[src/rtl/fetch_pkg.sv]
// rtl/fetch_pkg.sv - shared constants and helpers for the instruction fetch front-end
//
// Purpose: default instruction width, fetch-address alignment, and the width
// rule for the occupancy counters used by fetch_unit and fetch_fifo.
// Ports: none (package).

package fetch_pkg;

    // Default instruction word width.
    localparam int INSTR_WIDTH_DEF = 32;

    // Fetches are word aligned: the two LSBs of every fetch address are zero.
    localparam int ALIGN_BITS = 2;

    // Width of a counter that must represent 0..depth inclusive.
    function automatic int ctr_width(input int depth);
        return $clog2(depth + 1);
    endfunction

endpackage

[src/rtl/fetch_fifo.sv]
// rtl/fetch_fifo.sv - synchronous circular FIFO with flush, used for pc tags and instructions
//
// Purpose: DEPTH-entry first-in first-out store. Head data is shown
// combinationally on pop_data; a pop advances the read pointer.
// Ports:
//   clk        in   rising-edge clock
//   rst        in   synchronous active-high reset (empties the FIFO)
//   flush      in   empty the FIFO; overrides push and pop in the same cycle
//   push       in   write push_data at the tail (ignored while full)
//   push_data  in   WIDTH-bit entry to write
//   pop        in   remove the head entry (ignored while empty)
//   pop_data   out  WIDTH-bit head entry; undefined while empty
//   count      out  number of stored entries, 0..DEPTH
//   full       out  count == DEPTH
//   empty      out  count == 0

module fetch_fifo
    import fetch_pkg::*;
#(
    parameter int WIDTH = 8,
    parameter int DEPTH = 4,
    localparam int CW   = ctr_width(DEPTH),
    localparam int AW   = $clog2(DEPTH)
) (
    input  logic             clk,
    input  logic             rst,
    input  logic             flush,
    input  logic             push,
    input  logic [WIDTH-1:0] push_data,
    input  logic             pop,
    output logic [WIDTH-1:0] pop_data,
    output logic [CW-1:0]    count,
    output logic             full,
    output logic             empty
);

    logic [WIDTH-1:0] mem [DEPTH];
    logic [AW-1:0]    rd_ptr;
    logic [AW-1:0]    wr_ptr;
    logic [CW-1:0]    cnt;
    logic             do_push;
    logic             do_pop;

    assign full    = (cnt == CW'(DEPTH));
    assign empty   = (cnt == '0);
    assign count   = cnt;
    assign do_push = push && !full && !flush;
    assign do_pop  = pop && !empty && !flush;

    // DEPTH is a power of two, so the pointers wrap naturally.
    always_ff @(posedge clk) begin
        if (rst || flush) begin
            rd_ptr <= '0;
            wr_ptr <= '0;
            cnt    <= '0;
        end else begin
            if (do_push) begin
                wr_ptr <= wr_ptr + AW'(1);
            end
            if (do_pop) begin
                rd_ptr <= rd_ptr + AW'(1);
            end
            cnt <= cnt + CW'(do_push) - CW'(do_pop);
        end
    end

    // Storage has no reset; only entries below cnt are ever read as valid.
    always_ff @(posedge clk) begin
        if (do_push) begin
            mem[wr_ptr] <= push_data;
        end
    end

    assign pop_data = mem[rd_ptr];

endmodule

[src/rtl/fetch_unit.sv]
// rtl/fetch_unit.sv - decoupled instruction fetch front-end with prefetch queue and redirect flush
//
// Purpose: issues word fetches on a valid/ready request channel, accepts
// in-order responses of arbitrary latency, and buffers {pc, instr} pairs in a
// prefetch queue. A redirect flushes the queue, retargets the fetch pc, and
// arranges for every response still in flight to be discarded.
// Ports:
//   sysclk          in   clock, rising edge
//   rst             in   synchronous active-high reset
//   imem_req_valid  out  fetch request valid
//   imem_req_ready  in   memory accepts the request
//   imem_req_addr   out  word-aligned fetch byte address
//   imem_rsp_valid  in   response word valid (request order)
//   imem_rsp_data   in   response instruction word
//   instr_valid     out  queue head valid
//   instr_ready     in   decode consumes the head
//   instr_data      out  head instruction word
//   instr_pc        out  head instruction address
//   redirect_valid  in   branch/jump taken: flush and refetch
//   redirect_pc     in   new fetch address (two LSBs ignored)

module fetch_unit
    import fetch_pkg::*;
#(
    parameter int                  PC_WIDTH    = 16,
    parameter int                  INSTR_WIDTH = INSTR_WIDTH_DEF,
    parameter int                  DEPTH       = 4,
    parameter logic [PC_WIDTH-1:0] RESET_PC    = '0
) (
    input  logic                   sysclk,
    input  logic                   rst,
    output logic                   imem_req_valid,
    input  logic                   imem_req_ready,
    output logic [PC_WIDTH-1:0]    imem_req_addr,
    input  logic                   imem_rsp_valid,
    input  logic [INSTR_WIDTH-1:0] imem_rsp_data,
    output logic                   instr_valid,
    input  logic                   instr_ready,
    output logic [INSTR_WIDTH-1:0] instr_data,
    output logic [PC_WIDTH-1:0]    instr_pc,
    input  logic                   redirect_valid,
    input  logic [PC_WIDTH-1:0]    redirect_pc
);

    localparam int CW = ctr_width(DEPTH);
    localparam int EW = PC_WIDTH + INSTR_WIDTH;

    logic [PC_WIDTH-1:0] fetch_pc;
    logic [CW-1:0]       drop_cnt;
    logic [CW-1:0]       in_flight;
    logic [CW-1:0]       count;
    logic [CW:0]         credit_used;

    logic                req_fire;
    logic                rsp_take;
    logic                q_push;
    logic                q_pop;

    logic [PC_WIDTH-1:0] tag_head;
    logic                tag_full;
    logic                tag_empty;

    logic [EW-1:0]       q_head;
    logic                q_full;
    logic                q_empty;

    logic                unused_bits;

    // Every outstanding request owns exactly one tag, so the tag queue's
    // occupancy is the in-flight count, doomed requests included.
    // Credit check: outstanding plus buffered never exceeds DEPTH, which is
    // what lets the instruction queue accept every response unconditionally.
    assign credit_used    = {1'b0, in_flight} + {1'b0, count};
    assign imem_req_valid = !rst && !redirect_valid && !tag_full
                            && (credit_used < (CW + 1)'(DEPTH));
    assign imem_req_addr  = fetch_pc;
    assign req_fire       = imem_req_valid && imem_req_ready;

    // A response always retires its tag, whether it is kept or discarded.
    assign rsp_take = imem_rsp_valid && !tag_empty;
    assign q_push   = rsp_take && (drop_cnt == '0) && !redirect_valid;
    assign q_pop    = instr_valid && instr_ready && !redirect_valid;

    assign instr_valid = !rst && !q_empty;
    assign {instr_pc, instr_data} = q_head;

    fetch_fifo #(
        .WIDTH (PC_WIDTH),
        .DEPTH (DEPTH)
    ) u_tag_fifo (
        .clk       (sysclk),
        .rst       (rst),
        .flush     (1'b0),
        .push      (req_fire),
        .push_data (fetch_pc),
        .pop       (rsp_take),
        .pop_data  (tag_head),
        .count     (in_flight),
        .full      (tag_full),
        .empty     (tag_empty)
    );

    fetch_fifo #(
        .WIDTH (EW),
        .DEPTH (DEPTH)
    ) u_instr_fifo (
        .clk       (sysclk),
        .rst       (rst),
        .flush     (redirect_valid),
        .push      (q_push),
        .push_data ({tag_head, imem_rsp_data}),
        .pop       (q_pop),
        .pop_data  (q_head),
        .count     (count),
        .full      (q_full),
        .empty     (q_empty)
    );

    // Fetch pc: reset, redirect (aligned), or advance one word per accepted
    // request. The addition wraps modulo 2^PC_WIDTH.
    always_ff @(posedge sysclk) begin
        if (rst) begin
            fetch_pc <= {RESET_PC[PC_WIDTH-1:ALIGN_BITS], {ALIGN_BITS{1'b0}}};
        end else if (redirect_valid) begin
            fetch_pc <= {redirect_pc[PC_WIDTH-1:ALIGN_BITS], {ALIGN_BITS{1'b0}}};
        end else if (req_fire) begin
            fetch_pc <= fetch_pc + PC_WIDTH'(4);
        end
    end

    // Discard counter: on redirect, everything still outstanding after this
    // cycle's response becomes stale. A back-to-back redirect reloads from the
    // same in-flight count, which already covers the earlier doomed requests.
    always_ff @(posedge sysclk) begin
        if (rst) begin
            drop_cnt <= '0;
        end else if (redirect_valid) begin
            drop_cnt <= in_flight - CW'(rsp_take);
        end else if (rsp_take && (drop_cnt != '0)) begin
            drop_cnt <= drop_cnt - CW'(1);
        end
    end

    // The queue can never be full on a push, and the alignment bits of the
    // redirect target are deliberately ignored.
    assign unused_bits = ^{q_full, redirect_pc[ALIGN_BITS-1:0]};

endmodule

[config.mk]
export PLATFORM = sky130hd
export DESIGN_NAME = fetch_unit
export DESIGN_NICKNAME = d
export VERILOG_FILES = /design/src/rtl/fetch_pkg.sv /design/src/rtl/fetch_fifo.sv /design/src/rtl/fetch_unit.sv
export SDC_FILE = /design/constraint.sdc
export NUM_CORES = 1
export LEC_CHECK = 0
export CORE_MARGIN = 2
export CORE_UTILIZATION = 60
export CTS_CLUSTER_DIAMETER = 60
export DETAILED_ROUTE_END_ITERATION = 12
export GPL_TIMING_DRIVEN = 0
export PLACE_DENSITY = 0.84
export SYNTH_ARGS = -nofsm -noshare
export SYNTH_HDL_FRONTEND = slang
export SYNTH_SLANG_ARGS = --single-unit
[constraint.sdc]
create_clock -name sysclk -period 6.47 [get_ports sysclk]
set_clock_uncertainty 0.2 [all_clocks]
set_input_delay 1.6175 -clock sysclk [delete_from_list [all_inputs] [get_ports sysclk]]
set_output_delay 1.6175 -clock sysclk [all_outputs]
set_load 0.02 [all_outputs]
Word-level counts from Yosys, hierarchy flattened
Memory sizes are Yosys's and may differ from the RTL's. A register that Yosys moved wholly into a read port is not among the register bits.
Index checks and enable logic that the tools add are counted.
Word-level totals
  bits in registers: 33
  RAM bits: 256
  bits of input ports: 54
  word-level logic and storage cells: 69
  memories kept: 2
Cells by class
  add/sub/neg operators: 12
  order comparisons: 1
  equality and inequality tests: 2
  mux-type cells: 12
  reductions and logical operators: 31
Memory list
  u_instr_fifo.mem: words 4, bits a word 48, read ports 1, clocked after Yosys merged registers in 1, write ports 1, line fetch_fifo.sv:37  | logic [WIDTH-1:0] mem [DEPTH];
  u_tag_fifo.mem: words 4, bits a word 16, read ports 1, clocked after Yosys merged registers in 1, write ports 1, line fetch_fifo.sv:37
Operators by type and width (number)
  16-bit 2-to-1 mux: 2
  1-bit logical AND: 17
  16-bit by 3-bit adder with 16-bit output (second input constant): 1
  3-bit zero test: 3
  3-bit by 1-bit subtractor with 3-bit output: 3
  2-bit by 1-bit adder with 2-bit output (second input constant): 4
  2-bit 2-to-1 mux: 4
  3-bit by 1-bit adder with 3-bit output: 2
  3-bit equality test (second input constant): 2
  1-bit zero test: 6
  3-bit 2-to-1 mux: 2
  3-bit by 3-bit adder with 4-bit output: 1
  4-bit by 3-bit < comparator with 1-bit output (second input constant): 1
  1-bit 2-to-1 mux: 4
  2-bit nonzero test: 2
  3-bit nonzero test: 1
  3-bit by 1-bit subtractor with 3-bit output (second input constant): 1
  2-bit OR reduction: 1
  1-bit logical OR: 1

Depth between registers and ports, before layout
  word-level depth: 9
  depth in mapped cells: 13

Hierarchy
A second synthesis with hierarchy kept.
Second synthesis, totals
  cells, all modules: 582
  area total of the unflattened synthesis: 11451.0 um^2
By module, submodules not included
  fetch_fifo (u_instr_fifo): times used 1, cells an instance 300, area each 7413.4 um^2, sequential area each 5945.7 um^2
  fetch_fifo (u_tag_fifo): times used 1, cells an instance 134, area each 2852.7 um^2, sequential area each 2102.0 um^2
  fetch_unit: times used 1, cells an instance 148, area each 1184.9 um^2, sequential area each 340.3 um^2

Least setup slack after synthesis
OpenSTA, ideal clock, no wires.
  path type: input port to output port
  start: input port rst
  end: output port imem_req_valid
  arrival: 3.153 ns
  required time: 4.652 ns
  setup slack: 1.500 ns
  stages: 6
  path through: buf_6 > or2_1 > buf_6 > nor4_2 > clkbuf_1 > o311a_1
On the way
  cells in the longest elaborated chain, start to end: 4
Ends and longest elaborated chain
  start, declared: line fetch_unit.sv:31  | input logic rst,
  1-bit zero test: line fetch_unit.sv:74  | assign imem_req_valid = !rst && !redirect_valid && !tag_full
  1-bit logical AND (2 in series): line fetch_unit.sv:74
  1-bit logical AND: line fetch_unit.sv:75  | && (credit_used < (CW + 1)'(DEPTH));
  end, declared: line fetch_unit.sv:32  | output logic imem_req_valid,
No other way between the ends.

Worst setup path in the final report
  start: input port redirect_valid
  end: output port imem_req_valid
On the way
  cells in the longest elaborated chain, start to end: 4
Ends and longest elaborated chain
  start, declared: line fetch_unit.sv:41  | input logic redirect_valid,
  1-bit zero test: line fetch_unit.sv:74
  1-bit logical AND (2 in series): line fetch_unit.sv:74
  1-bit logical AND: line fetch_unit.sv:75
No other way between the ends.

==> qor.txt <==
Cell breakdown of the critical path - clkdlybuf4s50_1 -> or2_1 -> buf_6 -> nor4_4 -> clkbuf_1 -> o311a_1 -> clkdlybuf4s50_1
Crit Reg-Reg Endpoint - u_tag_fifo.count[2]
CP Max Fanout - 10
Worst Path Arrival - 4.33 ns
Routed length per instance - 23.03 um
Switching share of power - 23.13%
Setup violators final - 0
Overflow after GRT - 0
Clock Sinks - 275
Post-placement cell count - 905
Layout fillers - 912
Setup TNS - 0 ns
# rows - 48
Area added between synthesis and finish - 23.05%
# IOs - 120
Synthesized cell area - 10,750 um^2
Final Cycle Share - 95.08%
Seq. cell area - 7908 um^2
Chip height - 137.9 um
Clock slew at reported path FFs - 0.06 ns
Sequential-to-total area share from yosys stat - 73.53%
Max Transition Viols Final - 0
Lkg Pwr - 4.285 nW
Root Driver - clkbuf_16
Crit-path max cell delay - 0.60 ns
Tmin final - 6.152 ns
Worst hold margin - 0.3324 ns
Post-CTS Hold Buffers - 0
PD cells - 327.6 nW/um^2
Overall power - 4.334 mW
Total Wirelength - 21,970 um
RR Startpoint - u_tag_fifo.count[1]
Worst hold start - drop_cnt[1]
Final std cells w/o fill - 954
Slew headroom - 37.72%
Worst hold path class - reg -> reg
Multi-input logic area - 2640 um^2
Port Buffer Count - 112
Finished Core Util - 75.98%
Drt pass-1 iters - 7
Clock Power Share - 38.7%
Reg2Reg Depth - 12
Status - complete, no violations
P_int - 3.332 mW
Maximum vdd drop - 0.0002351 V
# H-tree levels - 1
RSZ-0062 raised after global routing - false
Post-DP HPWL - 13,270 um
WS Path Type - in -> out
Vias per cell - 6.144
Largest net degree at the start of global routing - 30
Antenna-violating nets left - 0
Combinational share of power - 12.9%
Layout net count - 784
Die area - 19,010 um^2
Yosys cell types - 52
CP most frequent cell - clkdlybuf4s50_1
Post-synthesis cell count - 561
Hold Vio Cnt, Final - 0
Num CTS Buffers - 27
TritonCTS clock tree - built
DRC viols - 0
NetSw - 1.003 mW
Dominant synthesized flop cell - edfxtp_1
Warnings from Yosys - 0
Die W - 137.9 um
Finished Cell Area - 13,230 um^2
Synth async-reset ratio - 0%
Critical path's slowest cell - clkdlybuf4s50_1
Final worst setup slack - 0.3184 ns
Max-cap violations - 0
Max clock buf depth - 3
Worst EP required - 4.65 ns
DRT iter0 DRCs - 447
GRT Resource Usage Total - 23.69%
Max Freq - 162.6 MHz
Yosys reg bits - 275
# diodes - 0
Seq pwr share - 48.3%
First-pass GRT wire length - 33,650 um
Vias in the first global route - 6,105
Core footprint - 17,420 um^2
Critical Path Start Type - primary input
Placed standard-cell area - 12,250 um^2
Layout cells sized above 1 - 17.42%
Dominant cells by area after synthesis - edfxtp_1 (67%), mux4_2 (13%), dfxtp_1 (6.5%), ha_1 (2.2%), xnor2_1 (0.73%)
Worst-Skew Late Latency - 0.52 ns
Setup crit end kind - output port
Pre-CTS WS - 0.1071 ns
CP top delay family - buffers and inverters
Cell with the most instances after synthesis - edfxtp_1
Avg Cell Area, Syn - 19.17 um^2
Top cells by count, synth - edfxtp_1 (240), mux4_2 (60), dfxtp_1 (35), inv_1 (20)
Hold Path Cell Cnt - 2
Initial Utilization - 61.75%
Critical path buffers and inverters - 4
Worst-Margin Slew - 0.9342 ns
Vias - 5,861
Initial antenna violation count - 0
Yosys top cell by area - edfxtp_1
Yosys top cell area share - 67.02%
End point of the worst hold path - drop_cnt[1]
Post-synth EDFFs - 240
Placer Congestion - 0.9334
Worst R2R Setup Slack - 3.32 ns
cell families after synthesis:
| family | Yosys count | synth area share [%] |
|---|---|---|
| DFF | 275 | 73.53 |
| and+or+nand+nor | 90 | 4.573 |
| muxes | 62 | 12.76 |
| buffers and inverters | 51 | 2.152 |
| AOI/OAI and AO/OA | 50 | 3.467 |
| adders and majority gates | 21 | 2.583 |
| xor gates and xnor gates | 11 | 0.8959 |
| other | 1 | 0.03487 |
registers in the layout, indices dropped and copies added (netlist names), named ones only:
signal	cells
u_instr_fifo.mem	184
u_instr_fifo.wr_ptr	2
u_tag_fifo.wr_ptr	2
u_instr_fifo.rd_ptr	2
u_instr_fifo.count	3
u_tag_fifo.count	3
drop_cnt	3
imem_req_addr	14
u_tag_fifo.rd_ptr	2
u_tag_fifo.mem	56
timing repair:
| action | in CTS | in global routing |
|---|---|---|
| setup buffers | 0 | 0 |
| endpoints found under the setup margin | 0 | 1 |
| gates resized for setup | 0 | 1 |
cell usage in the layout (no fill, tap or decap), types with 3 or more instances in the layout:
cell / count
edfxtp_1: 240
clkdlybuf4s50_1: 112
mux4_2: 60
dfxtp_1: 35
clkbuf_16: 27
inv_1: 20
nor2_1: 19
clkbuf_1: 19
ha_1: 19
nand2_1: 14
nand4_1: 10
a21oi_1: 9
xnor2_1: 9
and3_1: 8
nand3_1: 8
a31oi_1: 8
o311ai_0: 7
bufinv_16: 6
clkinv_2: 5
o31ai_1: 4
buf_1: 4
and2_2: 4
nor2b_1: 4
and2_1: 4
or4_1: 4
buf_4: 4
conb_1: 4
buf_12: 4
or3_1: 3
buf_6: 3
o21ai_0: 3
nor3b_1: 3
o211ai_1: 3
clkinv_1: 3
clkinvlp_4: 3
power by group through the flow:
| stage | sequential (mW) | clock (mW) | combinational [mW] |
|---|---|---|---|
| floorplan | 2.12 | 0 | 0.343 |
| global placement | 2.12 | 0 | 0.516 |
| detailed placement | 2.13 | 0 | 0.552 |
| CTS | 2.09 | 1.70 | 0.559 |
| global route | 2.10 | 1.76 | 0.609 |
| finish | 2.09 | 1.68 | 0.561 |
final cells by class:
class / instances / share of cell area, %
Buffer: 31 / 1.182
Clock buffer: 30 / 5.342
Clock inverter: 19 / 1.995
Inverter: 20 / 0.5673
Multi-Input combinational cell: 238 / 19.95
Sequential cell: 275 / 59.76
Tap cell: 225 / 2.127
Timing Repair Buffer: 116 / 9.077
metal layers:
metal	track usage (%)	part of all wire, %	up-vias
met2	41.36	52	314
met1	31.05	37	2925
met4	6.463	3.0	0
met5	0	0	-
met3	4.167	7.8	59
li1	-	-	2563
how the worst max path moves through the flow:
stage              startpoint        endpoint  slack, ns  cells past startpoint
2_1_floorplan             rst  imem_req_valid       1.50                      6
3_3_place_gp   redirect_valid  imem_req_valid       0.14                      7
3_5_place_dp   redirect_valid  imem_req_valid       0.11                      7
4_1_cts        redirect_valid  imem_req_valid        0.1                      7
5_1_grt        redirect_valid  imem_req_valid       0.18                      7
6_report       redirect_valid  imem_req_valid       0.32                      7
worst min-delay path: stages, from the launching register on:
cell	delay, ns
dfxtp_1	0.33
o211ai_1	0.10
o31ai_1	0.07
Note: power is estimated with default switching activity, not from simulation.
